**src/rtl/arb_pkg.sv**
```systemverilog
// Shared types and widths for the cache-to-memory arbiters.
package arb_pkg;

  localparam int BLK_ADDR_W = 6;
  localparam int BLK_DATA_W = 32;

  typedef enum logic [1:0] {
    IDLE    = 2'b00,
    SERVE_I = 2'b01,
    SERVE_D = 2'b10,
    COOL    = 2'b11
  } arb_state_t;

  typedef enum logic {
    GNT_I = 1'b0,
    GNT_D = 1'b1
  } grant_t;

  function automatic arb_state_t serve_state(input grant_t g);
    return (g == GNT_D) ? SERVE_D : SERVE_I;
  endfunction

endpackage

```
**src/rtl/mem_arbiter_if.sv**
```systemverilog
// Block-memory port: the requester (master) drives the access, the responder (slave) stalls and returns data.
interface mem_arbiter_if;
  import arb_pkg::*;

  logic                  read;
  logic                  write;
  logic [BLK_ADDR_W-1:0] address;
  logic [BLK_DATA_W-1:0] writedata;
  logic [BLK_DATA_W-1:0] readdata;
  logic                  busywait;

  modport master (output read, write, address, writedata, input readdata, busywait);
  modport slave  (input read, write, address, writedata, output readdata, busywait);

endinterface

```
**src/rtl/arb_rr_pick.sv**
```systemverilog
// Two-requester winner selection: round-robin against the last grant, or fixed priority to the dcache.
module arb_rr_pick
  import arb_pkg::*;
(
  input  logic   i_req,
  input  logic   d_req,
  input  grant_t last_grant,
  input  logic   mode,
  output grant_t winner
);

  // NOTE: every path assigns winner, so the block stays purely combinational with no latch.
  always_comb begin
    winner = GNT_I;
    if (i_req && d_req) begin
      if (mode) winner = GNT_D;
      else      winner = (last_grant == GNT_I) ? GNT_D : GNT_I;
    end else if (d_req) begin
      winner = GNT_D;
    end
  end

endmodule

```
**src/rtl/mem_arbiter.sv**
```systemverilog
// Shares one block memory between the icache and dcache, one transaction at a time, with a stall watchdog.
module mem_arbiter
  import arb_pkg::*;
#(
  parameter int ARB_MODE = 0,
  parameter int TIMEOUT  = 64
) (
  input  logic          clock,
  input  logic          reset,
  mem_arbiter_if.slave  icache,
  mem_arbiter_if.slave  dcache,
  mem_arbiter_if.master mem,
  output logic          timeout_err
);

  localparam int CW = $clog2(TIMEOUT + 1);

  arb_state_t            state;
  grant_t                last_grant;
  grant_t                winner;
  logic [CW-1:0]         stall_cnt;
  logic [BLK_DATA_W-1:0] i_hold;
  logic [BLK_DATA_W-1:0] d_hold;
  logic                  i_req;
  logic                  d_req;
  logic                  serving;
  logic                  done;

  assign i_req   = icache.read;
  assign d_req   = dcache.read | dcache.write;
  assign serving = (state == SERVE_I) || (state == SERVE_D);
  assign done    = serving && (mem.read || mem.write) && !mem.busywait;

  arb_rr_pick u_pick (
    .i_req      (i_req),
    .d_req      (d_req),
    .last_grant (last_grant),
    .mode       (ARB_MODE != 0),
    .winner     (winner)
  );

  // The granted port is forwarded straight through so a dropped request reaches memory at once.
  always_comb begin
    mem.read      = 1'b0;
    mem.write     = 1'b0;
    mem.address   = '0;
    mem.writedata = '0;
    if (state == SERVE_I) begin
      mem.read    = icache.read;
      mem.address = icache.address;
    end else if (state == SERVE_D) begin
      mem.read      = dcache.read;
      mem.write     = dcache.write;
      mem.address   = dcache.address;
      mem.writedata = dcache.writedata;
    end
  end

  assign icache.busywait = i_req && !((state == SERVE_I) && !mem.busywait);
  assign dcache.busywait = d_req && !((state == SERVE_D) && !mem.busywait);
  assign icache.readdata = (state == SERVE_I) ? mem.readdata : i_hold;
  assign dcache.readdata = (state == SERVE_D) ? mem.readdata : d_hold;

  // NOTE: all state uses non-blocking assignments so every register samples pre-edge values.
  always_ff @(posedge clock) begin
    if (reset) begin
      state       <= IDLE;
      last_grant  <= GNT_D;
      stall_cnt   <= '0;
      timeout_err <= 1'b0;
      i_hold      <= '0;
      d_hold      <= '0;
    end else begin
      case (state)
        IDLE: begin
          if (i_req || d_req) begin
            state      <= serve_state(winner);
            last_grant <= winner;
            stall_cnt  <= '0;
          end
        end
        SERVE_I, SERVE_D: begin
          if (done) begin
            state <= COOL;
            if (state == SERVE_I) i_hold <= mem.readdata;
            else                  d_hold <= mem.readdata;
          end else if (mem.busywait) begin
            // Saturate so a very long stall cannot wrap back below the threshold.
            if (stall_cnt != CW'(TIMEOUT)) stall_cnt <= stall_cnt + 1'b1;
            if (stall_cnt == CW'(TIMEOUT - 1)) timeout_err <= 1'b1;
          end
        end
        default: state <= IDLE;
      endcase
    end
  end

endmodule
```
**src/flat_wrapper.sv**
```systemverilog
// flat-port wrapper written by rule: the top's interface ports become plain ports
module mem_arbiter_flat import arb_pkg::*;
#(
  parameter int ARB_MODE = 0,
  parameter int TIMEOUT  = 64
)
  (clock, reset, timeout_err, icache_read, icache_write, icache_address, icache_writedata, icache_readdata, icache_busywait, dcache_read, dcache_write, dcache_address, dcache_writedata, dcache_readdata, dcache_busywait, mem_read, mem_write, mem_address, mem_writedata, mem_readdata, mem_busywait);
  mem_arbiter_if icache_i ();
  mem_arbiter_if dcache_i ();
  mem_arbiter_if mem_i ();
  input  logic clock;
  input  logic reset;
  output logic timeout_err;
  input wire logic [$bits(icache_i.read)-1:0] icache_read;
  input wire logic [$bits(icache_i.write)-1:0] icache_write;
  input wire logic [$bits(icache_i.address)-1:0] icache_address;
  input wire logic [$bits(icache_i.writedata)-1:0] icache_writedata;
  output wire logic [$bits(icache_i.readdata)-1:0] icache_readdata;
  output wire logic [$bits(icache_i.busywait)-1:0] icache_busywait;
  input wire logic [$bits(dcache_i.read)-1:0] dcache_read;
  input wire logic [$bits(dcache_i.write)-1:0] dcache_write;
  input wire logic [$bits(dcache_i.address)-1:0] dcache_address;
  input wire logic [$bits(dcache_i.writedata)-1:0] dcache_writedata;
  output wire logic [$bits(dcache_i.readdata)-1:0] dcache_readdata;
  output wire logic [$bits(dcache_i.busywait)-1:0] dcache_busywait;
  output wire logic [$bits(mem_i.read)-1:0] mem_read;
  output wire logic [$bits(mem_i.write)-1:0] mem_write;
  output wire logic [$bits(mem_i.address)-1:0] mem_address;
  output wire logic [$bits(mem_i.writedata)-1:0] mem_writedata;
  input wire logic [$bits(mem_i.readdata)-1:0] mem_readdata;
  input wire logic [$bits(mem_i.busywait)-1:0] mem_busywait;
  assign icache_i.read = icache_read;
  assign icache_i.write = icache_write;
  assign icache_i.address = icache_address;
  assign icache_i.writedata = icache_writedata;
  assign icache_readdata = icache_i.readdata;
  assign icache_busywait = icache_i.busywait;
  assign dcache_i.read = dcache_read;
  assign dcache_i.write = dcache_write;
  assign dcache_i.address = dcache_address;
  assign dcache_i.writedata = dcache_writedata;
  assign dcache_readdata = dcache_i.readdata;
  assign dcache_busywait = dcache_i.busywait;
  assign mem_read = mem_i.read;
  assign mem_write = mem_i.write;
  assign mem_address = mem_i.address;
  assign mem_writedata = mem_i.writedata;
  assign mem_i.readdata = mem_readdata;
  assign mem_i.busywait = mem_busywait;
  mem_arbiter #(.ARB_MODE(ARB_MODE), .TIMEOUT(TIMEOUT)) u_core (.clock(clock), .reset(reset), .icache(icache_i), .dcache(dcache_i), .mem(mem_i), .timeout_err(timeout_err));
endmodule
```
**config.mk**
```make
export PLATFORM = sky130hd
export DESIGN_NAME = mem_arbiter_flat
export DESIGN_NICKNAME = d
export VERILOG_FILES = /design/src/rtl/arb_pkg.sv /design/src/rtl/mem_arbiter_if.sv /design/src/rtl/arb_rr_pick.sv /design/src/rtl/mem_arbiter.sv /design/src/flat_wrapper.sv
export SDC_FILE = /design/constraint.sdc
export NUM_CORES = 1
export LEC_CHECK = 0
export CAP_MARGIN = 0
export CORE_UTILIZATION = 35
export CTS_CLUSTER_DIAMETER = 60
export DETAILED_ROUTE_END_ITERATION = 10
export GPL_TIMING_DRIVEN = 0
export PLACE_DENSITY_LB_ADDON = 0.3
export SYNTH_ARGS = -nofsm -noshare
export SYNTH_HDL_FRONTEND = slang
export SYNTH_SLANG_ARGS = --single-unit
```
**constraint.sdc**
```tcl
create_clock -name clock -period 2.8 [get_ports clock]
set_input_delay 0.56 -clock clock [delete_from_list [all_inputs] [get_ports clock]]
set_output_delay 0.56 -clock clock [all_outputs]
set_load 0.02 [all_outputs]
```
After elaboration in Yosys (flattened, before gate mapping)
Index checks and enable logic that the tools add are counted.

word-level totals
  flip-flop bits (word level) = 75
  bits of input ports = 115
  logic and storage cells = 63

operators by class
  add/sub/neg operators = 1
  equality and inequality tests = 9
  muxes and demuxes = 22
  bitwise logic cells = 3
  reduce and logical (&&, ||, !) cells = 22

operators by type and width
  operator             number
  $mux 32              4
  $mux 7               4
  $pmux 7 s2           1
  $mux 6               2
  $add 7x1->7 const B  1
  $eq 7x6->1 const B   1
  $logic_and 1x1->1    7
  $mux 1               7
  $ne 7x7->1 const B   1
  $mux 2               3
  $ne 2x1->1 const B   3
  $reduce_and 2->1     3
  $reduce_and 5->1     1
  $ne 2x2->1 const B   2
  $pmux 2 s2           1
  $reduce_and 4->1     1
  $logic_not 1->1      3
  $logic_or 1x1->1     3
  $reduce_and 3->1     1
  $eq 2x1->1 const B   1
  $eq 2x2->1 const B   1
  $logic_not 2->1      1
  $not 1->1            2
  $reduce_bool 2->1    1
  2 further kinds      2

Depth between registers and ports, before layout
  word-level depth = 8
  gate-level depth with buffers = 8
  gate-level depth less buffers = 7

Cells and area by module
Synthesis repeated with hierarchy kept, for this count alone.

second synthesis, totals
  cells, all modules = 456
  area, all modules = 4186.5 µm²

by module, submodules not included
  module       instances  cells an instance  area an instance (µm²)  seq. area each (µm²)
  mem_arbiter  1          453                4166.5                  1501.4
  arb_rr_pick  1          3                  20.0                    0.0

Worst setup path before layout
No wires, ideal clock.

  kind = reg-to-output
  start = register u_core.state[0]
  end = output dcache_readdata[10]
  arrival = 1648 ps
  path slack = 592 ps
  stages on the path, launching flop included = 6
  cells stage by stage = dfxtp_1 -> inv_1 -> ha_1 -> clkbuf_1 -> clkbuf_1 -> mux2_2

on the way
  word-level cells in the longest chain between the ends = 2

RTL lines
  what                    RTL line            source
  start, declared         mem_arbiter.sv:18   arb_state_t state;
  start signal, assigned  mem_arbiter.sv:77   state <= serve_state(winner);
  $eq 2x2->1              mem_arbiter.sv:62   assign dcache.readdata = (state == SERVE_D) ? mem.readdata : d_hold;
  $mux 32                 mem_arbiter.sv:62
  end, declared           flat_wrapper.sv:24  output wire logic [$bits(dcache_i.readdata)-1:0] dcache_readdata;

No other way between the ends.

Worst setup path in the final report
  start = register u_core.state[1]
  end = output icache_readdata[26]

on the way
  word-level cells in the longest chain between the ends = 2

RTL lines
  what           RTL line            source
  $eq 2x1->1     mem_arbiter.sv:61   assign icache.readdata = (state == SERVE_I) ? mem.readdata : i_hold;
  $mux 32        mem_arbiter.sv:61
  end, declared  flat_wrapper.sv:18  output wire logic [$bits(icache_i.readdata)-1:0] icache_readdata;

No other way between the ends.

==> metrics.cfg <==
[worst_setup_path]
critPathMaxFanout = 10
rrSetupSlack_ps = 300
cpPeakStageDelay_ps = 550
crit_type = flip-flop to output pin
critPathTopFamily = buffers and inverters
critPathLaunchType = flip-flop
cp_slowest_cell = clkdlybuf4s50_1
cp.arrival_ps = 2150
crit_required_ps = 2240
path_cells = inv_1 -> ha_2 -> buf_6 -> mux2_2 -> clkdlybuf4s50_1
end_kind = output pin
crit_buf_inv = 3

[layout]
seqCellArea_sq_um = 1500
fill_cells = 1016
layout_commonest_cell = clkdlybuf4s50_1
multi_input_area_sq_um = 2400
layout.nets = 733
fin_cells = 755
drive_above_1_share_pct = 17.4
syn2layout_area_growth_pct = 59.4
diodes = 0
final_cell_mix = clkdlybuf4s50_1 (92), dfxtp_1 (75), dlygate4sd2_1 (69)
final_cell_area_sq_um = 6460

[yosys]
synthTopCellsByArea = dfxtp_1 (37%), mux2_2 (18%), mux2i_1 (16%), nor2_1 (6.3%), and2_1 (5.2%)
synth_seq_cells = 75
synth.area.mux_share_pct = 33.6
synthCells = 412
synth_compound_area_share_pct = 6.98
syn-num-nets = 535
synth-simple-area-share_pct = 15.7
synth_xor_area_share_pct = 0
synthAdderAreaFrac_pct = 2.47
yosys.area.top_type = dfxtp_1
synth_top_family_by_area = multiplexers
yosys_warnings = 0
ys_seq_area_share_pct = 37.0
synthDistinctLibCells = 39
synth_area_sq_um = 4050
synth_top_cell_area_share_pct = 37.0
syn_area_per_cell_sq_um = 9.84

[placed_design]
portBuffers = 187
dp_slack_ps = -462
routabilityCongestion = 0.835
placed_cell_area_sq_um = 6100
dp_hpwl_microns = 9080
placedCellCount = 739

[cts]
cts_resized = 96
cts.path.max_buffers = 2
path_clk_slew_ps = 60
cts_buffers = 9
holdBufCountCts = 0
cts_sinks = 75
root_buffer = clkbuf_16
clk_latency_ps = 330
cts_tree = yes
h-tree-depth = 3
postCtsSetupBuffers = 0

[floorplan]
die_h_microns = 110
ios = 222
initial_core_util_pct = 36.6
die_area_sq_um = 12000
rows = 38
die_x_microns = 110
core_sq_um = 11100

[timing]
clock_skew_ps = 11.2
clock.fmax_mhz = 369
worstMarginPinSlew_ps = 853
fin_setup_tns_ps = 0
hold_violations = 0
layout_setup_ws_ps = 90.3
drv_slew = 0
finalHoldWorstSlack_ps = 476
fin_crit_sh_pct = 96.8
rsz0062_at_grt = no
slew-limit-headroom_pct = 42.4
setup_violations = 0
timing.final.crit_period_ps = 2710

[job]
maxCapViolCount = 0

[detailed_routing]
via_per_inst = 4.87
drt-total-wl_microns = 12000
drc = 0
vias = 3675
routedWlPerCell_microns = 15.8
drt-initial-drc-count = 107
postRouteAntennaNets = 0
firstDrtPassIters = 4

[global_route]
track_usage_pct = 19.4
grt_max_degree = 14
overflow = 0
grt_pass1_wl_microns = 17800
grt_antenna_before_repair = 0
first_global_vias = 3590

[power]
ir_worst_vdd_mv = 0.433
p_per_area_nw_per_um2 = 666
leakagePower_uw = 0.00313

[run_status]
outcome = completed

[hold_path]
holdCritPathClass = flip-flop to flip-flop

==> worst register-to-register path: cells and delay by family, from the launching register on <==
kind	cells	cell delay (ps)
AO/OA/AOI/OAI	1	610
adder cells (fa/ha/maj)	1	370
buffers and inverters	2	460
flip-flops	1	410
multiplexers	1	220
AND/OR/NAND/NOR	2	290
==> power breakdown <==
part	switching (uW)	total, uW	internal (uW)
Clock	441	1160	718
Sequential	35.5	1140	1110
Combinational	1060	2000	946
Total	1530	4310	2770
==> cells in the mapped netlist <==
| library cell | number |
|---|---|
| a2111oi_4 | 1 |
| a21boi_1 | 1 |
| a21o_1 | 1 |
| a21oi_1 | 4 |
| a22o_1 | 6 |
| a311oi_2 | 1 |
| a31o_2 | 2 |
| a31oi_1 | 4 |
| a32oi_1 | 2 |
| and2_1 | 34 |
| buf_1 | 4 |
| buf_2 | 1 |
| buf_4 | 3 |
| buf_6 | 3 |
| clkbuf_1 | 14 |
| dfxtp_1 | 75 |
| ha_1 | 8 |
| inv_1 | 11 |
| mux2_2 | 64 |
| mux2i_1 | 64 |
| nand2_1 | 6 |
| nand2b_1 | 2 |
| nand3_1 | 4 |
| nand4b_1 | 1 |
| nor2_1 | 68 |
| nor2b_1 | 5 |
| nor2b_2 | 1 |
| nor3b_1 | 3 |
| nor4_1 | 2 |
| nor4_2 | 1 |
| o211a_1 | 1 |
| o21a_1 | 1 |
| o21ai_0 | 3 |
| o21ai_1 | 1 |
| o311ai_0 | 1 |
| o31ai_1 | 5 |
| o41ai_1 | 1 |
| or2_2 | 2 |
| or3_1 | 1 |
==> final cells by class <==
cell class              count  share of cell area [%]
inverters                  11                   0.639
repair buffers            187                    28.6
clock buffers              11                    3.76
flip-flops and latches     75                    23.2
clock inverters             5                   0.929
multi-input cells         301                    37.1
plain buffers              25                    2.96
well taps                 140                    2.71
==> path summary, 6_finish.rpt <==
kind,startpoint,endpoint,depth (start not counted)
worst max-delay path,u_core.state[1]$_SDFFE_PP0P_,icache_readdata[26],5
worst max register to register,u_core.state[0]$_SDFFE_PP0P_,u_core.i_hold[17]$_SDFFE_PP0P_,7
worst min-delay path,u_core.timeout_err$_SDFFE_PP0P_,u_core.timeout_err$_SDFFE_PP0P_,2
worst min register to register,u_core.timeout_err$_SDFFE_PP0P_,u_core.timeout_err$_SDFFE_PP0P_,2
==> kinds of logic after synthesis <==
kind of cell    Yosys count
compound gates           35
fa+ha+maj                 8
buf+inv                  36
flops                    75
mux                     128
simple gates            130
==> registers in the layout (all words and copies together), names as in the netlist <==
name	cells
u_core.d_hold	32
u_core.timeout_err	1
u_core.stall_cnt	7
u_core.i_hold	32
u_core.state	2
u_core.last_grant	1
==> routing by layer <==
| layer | part of all wire (%) | up-vias | global-route usage, % |
|---|---|---|---|
| met3 | 10 | 6 | 6.11 |
| met4 | 0.64 | 0 | 3.71 |
| li1 | - | 1827 | - |
| met1 | 40 | 1700 | 22.9 |
| met5 | 0 | - | 0 |
| met2 | 49 | 142 | 34.5 |
==> stage by stage <==
step                power (uW)  utilization (%)
CTS                       4370             57.7
global placement          3240             55.1
detailed placement        3260             55.1
finish                    4310             58.3
global route              4540             58.3
floorplan                 2370                -
(Power assumes the default switching activity.)
